==> src/rtl/packed_adc_unpacker_if.sv <==
// Stream bundle for packed_adc_unpacker: packed dual-lane ADC input, {lane2,lane1} output, clip status.
// The clip counters are only present when PACKED_ADC_CLIP_COUNT_EN is defined.
interface packed_adc_unpacker_if #(
  parameter int AXIS_TDATA_WIDTH = 32,
  parameter int OUT_WIDTH        = 16
);
  logic [AXIS_TDATA_WIDTH-1:0] S_AXIS_tdata;
  logic                        S_AXIS_tvalid;
  logic                        S_AXIS_tready;
  logic [2*OUT_WIDTH-1:0]      M_AXIS_tdata;
  logic                        M_AXIS_tvalid;
  logic                        M_AXIS_tready;
  logic                        clip_clear;
  logic [1:0]                  clip_flags;
`ifdef PACKED_ADC_CLIP_COUNT_EN
  logic [31:0]                 clip_count_ch1;
  logic [31:0]                 clip_count_ch2;
`endif

  modport slave (
    input  S_AXIS_tdata, S_AXIS_tvalid, M_AXIS_tready, clip_clear,
    output S_AXIS_tready, M_AXIS_tdata, M_AXIS_tvalid, clip_flags
`ifdef PACKED_ADC_CLIP_COUNT_EN
    , output clip_count_ch1, clip_count_ch2
`endif
  );

  modport master (
    output S_AXIS_tdata, S_AXIS_tvalid, M_AXIS_tready, clip_clear,
    input  S_AXIS_tready, M_AXIS_tdata, M_AXIS_tvalid, clip_flags
`ifdef PACKED_ADC_CLIP_COUNT_EN
    , input clip_count_ch1, clip_count_ch2
`endif
  );
endinterface

==> src/rtl/packed_adc_unpacker.sv <==
// Splits packed dual-lane ADC words into sign-extended lanes, block-averages 2^DEC_LOG2 beats,
// flags full-scale clipping. Optional per-lane clip counters: PACKED_ADC_CLIP_COUNT_EN.
module packed_adc_unpacker #(
  parameter int ADC_WIDTH        = 14,
  parameter int AXIS_DATA_WIDTH  = 16,
  parameter int AXIS_TDATA_WIDTH = 32,
  parameter int OUT_WIDTH        = 16,
  parameter int DEC_LOG2         = 0
) (
  input logic                  adc_clk,
  input logic                  adc_rstn,
  packed_adc_unpacker_if.slave bus
);
  localparam int AW = ADC_WIDTH + DEC_LOG2;
  localparam int CW = (DEC_LOG2 > 0) ? DEC_LOG2 : 1;
  localparam logic [CW-1:0] LAST = CW'((1 << DEC_LOG2) - 1);
  localparam logic signed [ADC_WIDTH-1:0] CMAX = {1'b0, {(ADC_WIDTH-1){1'b1}}};
  localparam logic signed [ADC_WIDTH-1:0] CMIN = {1'b1, {(ADC_WIDTH-1){1'b0}}};

  logic [CW-1:0] r_cnt;
  logic          r_vld;
  logic          w_last, w_tready, w_acc, w_unused_guard;

  // With DEC_LOG2=0 the counter never leaves 0, so every beat is final.
  assign w_last   = (r_cnt == LAST);
  assign w_tready = adc_rstn && !(w_last && r_vld && !bus.M_AXIS_tready);
  assign w_acc    = bus.S_AXIS_tvalid && w_tready;
  assign w_unused_guard = ^bus.S_AXIS_tdata;

  always_ff @(posedge adc_clk or negedge adc_rstn) begin
    if (!adc_rstn) begin
      r_cnt <= '0;
      r_vld <= 1'b0;
    end else begin
      if (w_acc) r_cnt <= w_last ? '0 : r_cnt + CW'(1);
      if (w_acc && w_last) r_vld <= 1'b1;
      else if (bus.M_AXIS_tready) r_vld <= 1'b0;
    end
  end

  for (genvar l = 0; l < 2; l++) begin : g_lane
    logic signed [ADC_WIDTH-1:0] w_code, w_res;
    logic signed [AW-1:0]        w_sum, r_acc;
    logic signed [OUT_WIDTH-1:0] r_out;
    logic                        w_clip, r_flag;

    assign w_code = bus.S_AXIS_tdata[l*AXIS_DATA_WIDTH +: ADC_WIDTH];
    // Sum of 2^DEC_LOG2 codes always fits in AW bits; the mean fits back in ADC_WIDTH.
    assign w_sum  = r_acc + AW'(w_code);
    assign w_res  = ADC_WIDTH'(w_sum >>> DEC_LOG2);
    assign w_clip = (w_code == CMAX) || (w_code == CMIN);

    always_ff @(posedge adc_clk or negedge adc_rstn) begin
      if (!adc_rstn) begin
        r_acc  <= '0;
        r_out  <= '0;
        r_flag <= 1'b0;
      end else begin
        if (w_acc) r_acc <= w_last ? '0 : w_sum;
        if (w_acc && w_last) r_out <= OUT_WIDTH'(w_res);
        r_flag <= (r_flag && !bus.clip_clear) || (w_acc && w_clip);
      end
    end

`ifdef PACKED_ADC_CLIP_COUNT_EN
    logic [31:0] r_ccnt;
    always_ff @(posedge adc_clk or negedge adc_rstn) begin
      if (!adc_rstn) r_ccnt <= '0;
      else if (bus.clip_clear) r_ccnt <= {31'b0, w_acc && w_clip};
      else if (w_acc && w_clip && r_ccnt != 32'hFFFF_FFFF) r_ccnt <= r_ccnt + 32'd1;
    end
`endif
  end

  assign bus.S_AXIS_tready = w_tready;
  assign bus.M_AXIS_tvalid = r_vld;
  assign bus.M_AXIS_tdata  = {g_lane[1].r_out, g_lane[0].r_out};
  assign bus.clip_flags    = {g_lane[1].r_flag, g_lane[0].r_flag};
`ifdef PACKED_ADC_CLIP_COUNT_EN
  assign bus.clip_count_ch1 = g_lane[0].r_ccnt;
  assign bus.clip_count_ch2 = g_lane[1].r_ccnt;
`endif
endmodule

==> src/flat_wrapper.sv <==
// flat-port wrapper written by rule: the top's interface ports become plain ports
module packed_adc_unpacker_flat 
#(
  parameter int ADC_WIDTH        = 14,
  parameter int AXIS_DATA_WIDTH  = 16,
  parameter int AXIS_TDATA_WIDTH = 32,
  parameter int OUT_WIDTH        = 16,
  parameter int DEC_LOG2         = 0
)
  (adc_clk, adc_rstn, bus_S_AXIS_tdata, bus_S_AXIS_tvalid, bus_M_AXIS_tready, bus_clip_clear, bus_S_AXIS_tready, bus_M_AXIS_tdata, bus_M_AXIS_tvalid, bus_clip_flags);
  packed_adc_unpacker_if #(.AXIS_TDATA_WIDTH(AXIS_TDATA_WIDTH), .OUT_WIDTH(OUT_WIDTH)) bus_i ();
  input logic adc_clk;
  input logic adc_rstn;
  input wire logic [$bits(bus_i.S_AXIS_tdata)-1:0] bus_S_AXIS_tdata;
  input wire logic [$bits(bus_i.S_AXIS_tvalid)-1:0] bus_S_AXIS_tvalid;
  input wire logic [$bits(bus_i.M_AXIS_tready)-1:0] bus_M_AXIS_tready;
  input wire logic [$bits(bus_i.clip_clear)-1:0] bus_clip_clear;
  output wire logic [$bits(bus_i.S_AXIS_tready)-1:0] bus_S_AXIS_tready;
  output wire logic [$bits(bus_i.M_AXIS_tdata)-1:0] bus_M_AXIS_tdata;
  output wire logic [$bits(bus_i.M_AXIS_tvalid)-1:0] bus_M_AXIS_tvalid;
  output wire logic [$bits(bus_i.clip_flags)-1:0] bus_clip_flags;
  assign bus_i.S_AXIS_tdata = bus_S_AXIS_tdata;
  assign bus_i.S_AXIS_tvalid = bus_S_AXIS_tvalid;
  assign bus_i.M_AXIS_tready = bus_M_AXIS_tready;
  assign bus_i.clip_clear = bus_clip_clear;
  assign bus_S_AXIS_tready = bus_i.S_AXIS_tready;
  assign bus_M_AXIS_tdata = bus_i.M_AXIS_tdata;
  assign bus_M_AXIS_tvalid = bus_i.M_AXIS_tvalid;
  assign bus_clip_flags = bus_i.clip_flags;
  packed_adc_unpacker #(.ADC_WIDTH(ADC_WIDTH), .AXIS_DATA_WIDTH(AXIS_DATA_WIDTH), .AXIS_TDATA_WIDTH(AXIS_TDATA_WIDTH), .OUT_WIDTH(OUT_WIDTH), .DEC_LOG2(DEC_LOG2)) u_core (.adc_clk(adc_clk), .adc_rstn(adc_rstn), .bus(bus_i));
endmodule
==> config.mk <==
export PLATFORM = sky130hd
export DESIGN_NAME = packed_adc_unpacker_flat
export DESIGN_NICKNAME = d
export VERILOG_FILES = /design/src/rtl/packed_adc_unpacker_if.sv /design/src/rtl/packed_adc_unpacker.sv /design/src/flat_wrapper.sv
export SDC_FILE = /design/constraint.sdc
export NUM_CORES = 1
export LEC_CHECK = 0
export CAP_MARGIN = 40
export CORE_UTILIZATION = 43
export CTS_BUF_LIST = sky130_fd_sc_hd__clkbuf_8
export DETAILED_ROUTE_END_ITERATION = 7
export GPL_ROUTABILITY_DRIVEN = 1
export HOLD_SLACK_MARGIN = 0.06
export PLACE_DENSITY = 0.87
export SYNTH_ARGS = -nofsm -noshare
export SYNTH_HDL_FRONTEND = slang
export SYNTH_SLANG_ARGS = --single-unit
==> constraint.sdc <==
create_clock -name adc_clk -period 2.5 [get_ports adc_clk]
set_input_delay 0.75 -clock adc_clk [delete_from_list [all_inputs] [get_ports adc_clk]]
set_output_delay 0.75 -clock adc_clk [all_outputs]
set_load 0.02 [all_outputs]
==> Word-level counts from Yosys, hierarchy flattened <==
Cells that the tools add are included.
{ "word_totals": {"regBits": 60, "in_bits": 37, "output_inout_bits": 36, "word_cells": 38} }
{ "op_classes": {"addsub": 3, "eq_ne": 4, "n_mux": 5, "bitwise_logic": 1, "n_reduce_logical": 17} }
{ "ops": {"columns": ["op", "n"], "rows": [
  ["== test 14 bit, second input constant", 4],
  ["adder 14 bit", 2],
  ["2-to-1 mux 14 bit", 2],
  ["logical AND 1 bit", 9],
  ["logical OR 1 bit", 4],
  ["logical NOT 1 bit", 3],
  ["2-to-1 mux 1 bit", 3],
  ["nonzero test 2 bit", 1],
  ["adder 1 bit, second input constant", 1],
  ["NOT 1 bit", 1]
]} }

==> Longest topological paths before layout <==
{ "depth": {"depth_word": 8, "depth_mapped": 5, "mapped_depth_nobuf": 4} }

==> Least setup slack after synthesis <==
OpenSTA, ideal clock, no wires.
{ "synth_path": {"path_type": "in2out", "from": "input bus_M_AXIS_tready", "to": "output bus_S_AXIS_tready", "arrival_ps": 1129, "t_required_ps": 1750, "path_slack_ps": 621, "path_stages": 2, "n_path_buf": 0, "cell_sequence": "nand2b_1 and2_2"} }
{ "synth_between": {"elab_chain_len": 4} }
{ "synth_rtl": {"columns": ["element", "line", "source"], "rows": [
  ["from (decl)", "flat_wrapper.sv:16", "input wire logic [$bits(bus_i.M_AXIS_tready)-1:0] bus_M_AXIS_tready;"],
  ["logical NOT 1 bit", "packed_adc_unpacker.sv:26", "assign w_tready = adc_rstn && !(w_last && r_vld && !bus.M_AXIS_tready);"],
  ["logical AND 1 bit", "packed_adc_unpacker.sv:26", null],
  ["logical NOT 1 bit", "packed_adc_unpacker.sv:26", null],
  ["logical AND 1 bit", "packed_adc_unpacker.sv:26", null],
  ["to (decl)", "flat_wrapper.sv:18", "output wire logic [$bits(bus_i.S_AXIS_tready)-1:0] bus_S_AXIS_tready;"]
]} }
No other way between the ends.

==> Worst setup path after layout <==
Ends and elaborated chain as after synthesis.

==> key figures <==
Place
  • Cell Area, Placed: approximately 0.0021 mm2
  • Cells after DPL: a little over 200
  • Pre-CTS setup slack: -0.353 ns
  • Final HPWL DP: ~2500 um
  • Number of port buffers: 68
  • Routability Congestion: ~0.74

Clock network
  • Num CTS Buffers: 5
  • CTS Buffer Depth: 2
  • Clk sink count: 31
  • Worst skew pair latency: between 0.2 and 0.3 ns
  • Level count of the clock H-tree: 2
  • CTS tree: yes
  • CTS root buf: clkbuf_8
  • Clk slew on worst S/H paths: 0.06 ns

Drt
  • Routed wire length: between 3000 and 4000 um
  • Avg WL per Cell: about 15 um
  • DR DRC count: 0
  • DRT iter0 DRCs: 30
  • Vias per inst: between 4 and 5
  • Via count: between 1,000 and 1,500
  • Remaining antenna violation count after routing: 0
  • DRT Pass-1 Iters: 4

Global routing
  • Total GRT Usage: a little over a fifth
  • Largest net degree at the start of global routing: 32
  • Vias in the first global route: between 1,000 and 1,500
  • First-pass GRT wire length: 5460 um
  • Antenna violations before repair: 0
  • Grt ovf: 0

Final layout
  • Most common cell after layout, fill and taps aside: clkdlybuf4s50_1
  • Most frequent cells in the layout: clkdlybuf4s50_1, dfrtp_1, mux2_2
  • Layout Cells excl Fill: 211
  • Final Core Density: 70.9%
  • Area Growth Syn to Fin: 56.6%
  • Antenna Cells: 0
  • Design area: about 0.0021 mm2
  • Layout cell share with drive strength beyond 1: a little over a quarter
  • Fillers: between 200 and 250
  • Nets: ~200

Timing
  • Final setup fails: 0
  • Post-route setup slack: roughly 0.063 ns
  • Tightest Pin Transition: between 0.3 and 0.4 ns
  • Clock Skew: between 0.006 and 0.007 ns
  • Relative slew slack: 73.2%
  • Minimum clock period: ~2.4 ns
  • Final Hold Fails: 0
  • Tcrit/Tclk final: between 90% and 100%
  • Max frequency: between 0.4 and 0.5 GHz
  • RSZ-0062 raised after global routing: no
  • Slew Limit Fails: 0

Power
  • Power Dens Cells: 703 mW/mm2
  • Max VDD drop: between 0.3 and 0.4 mV
  • Leak Pwr: 0.867 nW

Logic synthesis
  • Sequential share of the synthesized area: approximately 57%
  • FF+latch count, synth: 31
  • Yosys cell types: 18
  • Mean Syn Cell Area: 14.3 um2
  • Post-Syn Area: between 0.001 and 0.0015 mm2
  • Net Count, Synth: 133
  • Cells after Synth: 96
  • Yosys warns: 0

Die
  • Total core area: 0.00303 mm2
  • DIE WIDTH: between 50 and 60 um
  • Starting Density: approximately 45%
  • Io pins: 73
  • Die Footprint: about 0.0034 mm2
  • Row cnt: 20
  • Die Span Y: between 50 and 60 um

Run status
  • Outcome: finished clean

Critical path
  • Kind of critical path: primary input to output pin
  • Startpoint Class: primary input
  • Worst-path maximum fanout: 2
  • Worst Path Required: 1.75 ns
  • Arrival time at the worst endpoint: between 1.5 and 2 ns
  • Worst Setup End Kind: output pin

Worst hold path
  • Type of the most critical hold path: register to register

Run
  • Max_cap viols: 0
-- power by group --
part,switching (mW),internal [mW]
Sequential,0.0431,0.588
Combinational,0.238,0.287
Clock,0.168,0.186
Total,0.449,1.06
-- synthesized netlist by cell type --
cell,number,area [um2]
dfrtp_1,31,776
mux2_2,27,304
buf_4,6,45.0
nand4_1,4,25.0
nor4_1,4,25.0
buf_6,3,33.8
nand2_1,3,11.3
a31oi_1,2,12.5
inv_1,2,7.51
nand4b_1,2,17.5
nor3_2,2,20.0
nor4b_1,2,17.5
o22ai_2,2,25.0
or4_1,2,15.0
and2_2,1,7.51
mux2_1,1,11.3
nand2_4,1,11.3
nand2b_1,1,6.26
-- metrics by stage --
step / hold slack [ns] / setup TNS (ns) / power (mW)
2_1_floorplan: 0.454 / 0 / 0.884
3_3_place_gp: 0.477 / -0.291 / 1.15
3_5_place_dp: 0.480 / -0.353 / 1.17
4_1_cts: 0.496 / 0 / 1.53
5_1_grt: 0.510 / 0 / 1.59
6_report: 0.492 / 0 / 1.51
-- cell families (layout without fill, tap and decap cells) --
group / count (synthesis) / after routing / synth area share, %
DFF: 31 / 31 / 56.6
muxes: 28 / 28 / 23.0
and+or+nand+nor: 22 / 22 / 11.4
buffers and inverters: 11 / 82 / 6.30
AOI/OAI and AO/OA: 4 / 4 / 2.74
-- per-layer routing --
| layer | track usage [%] | part of all wire, % | vias to the layer above |
|---|---|---|---|
| met1 | 24.8 | 39 | 500 |
| met4 | 14.6 | 4.1 | 0 |
| met5 | 0 | 0 | - |
| met2 | 37.8 | 52 | 44 |
| met3 | 4.40 | 5.1 | 12 |
| li1 | - | - | 488 |
-- sequential cells by signal (all words and copies together), names as in the netlist --
name                      count
u_core.g_lane.r_flag          2
u_core.bus.M_AXIS_tvalid      1
u_core.g_lane.r_out          28
-- path summary, 6_finish.rpt --
check	end	depth (start not counted)	startpoint	slack, ns
setup / recovery	bus_S_AXIS_tready	4	bus_M_AXIS_tready	0.06
hold / removal	u_core.g_lane[1].r_out[1]	1	u_core.g_lane[1].r_out[1]	0.49
setup reg to reg	u_core.g_lane[0].r_out[9]	6	u_core.bus.M_AXIS_tvalid	0.98
hold reg to reg	u_core.g_lane[1].r_out[1]	1	u_core.g_lane[1].r_out[1]	0.49
max in group asynchronous	u_core.g_lane[1].r_out[13]	2	adc_rstn	1.33
min in group asynchronous	u_core.g_lane[1].r_out[6]	2	adc_rstn	0.89
-- area by class of cell --
cell class / instances / area, um2 / share of cell area [%]
timing repair buffer: 72 / 718 / 33.4
inverter: 2 / 7.51 / 0.350
tap: 44 / 55.1 / 2.56
sequential: 31 / 776 / 36.1
clock inverter: 3 / 12.5 / 0.583
clock buffer: 5 / 68.8 / 3.21
multi-input combinational: 54 / 509 / 23.7
-- critical path, stage by stage --
cell and delay (ns):
clkdlybuf4s50_1 0.41, nand2b_1 0.16, and2_2 0.21, buf_2 0.16
-- what timing repair did --
item                                   in CTS  in global routing
setup endpoints to repair                   1                  0
resized for setup                           4                  0
setup buffers                               0                  0
endpoints found under the hold margin       0                  0
hold buffers                                0                  0
(Power assumes the default switching activity.)
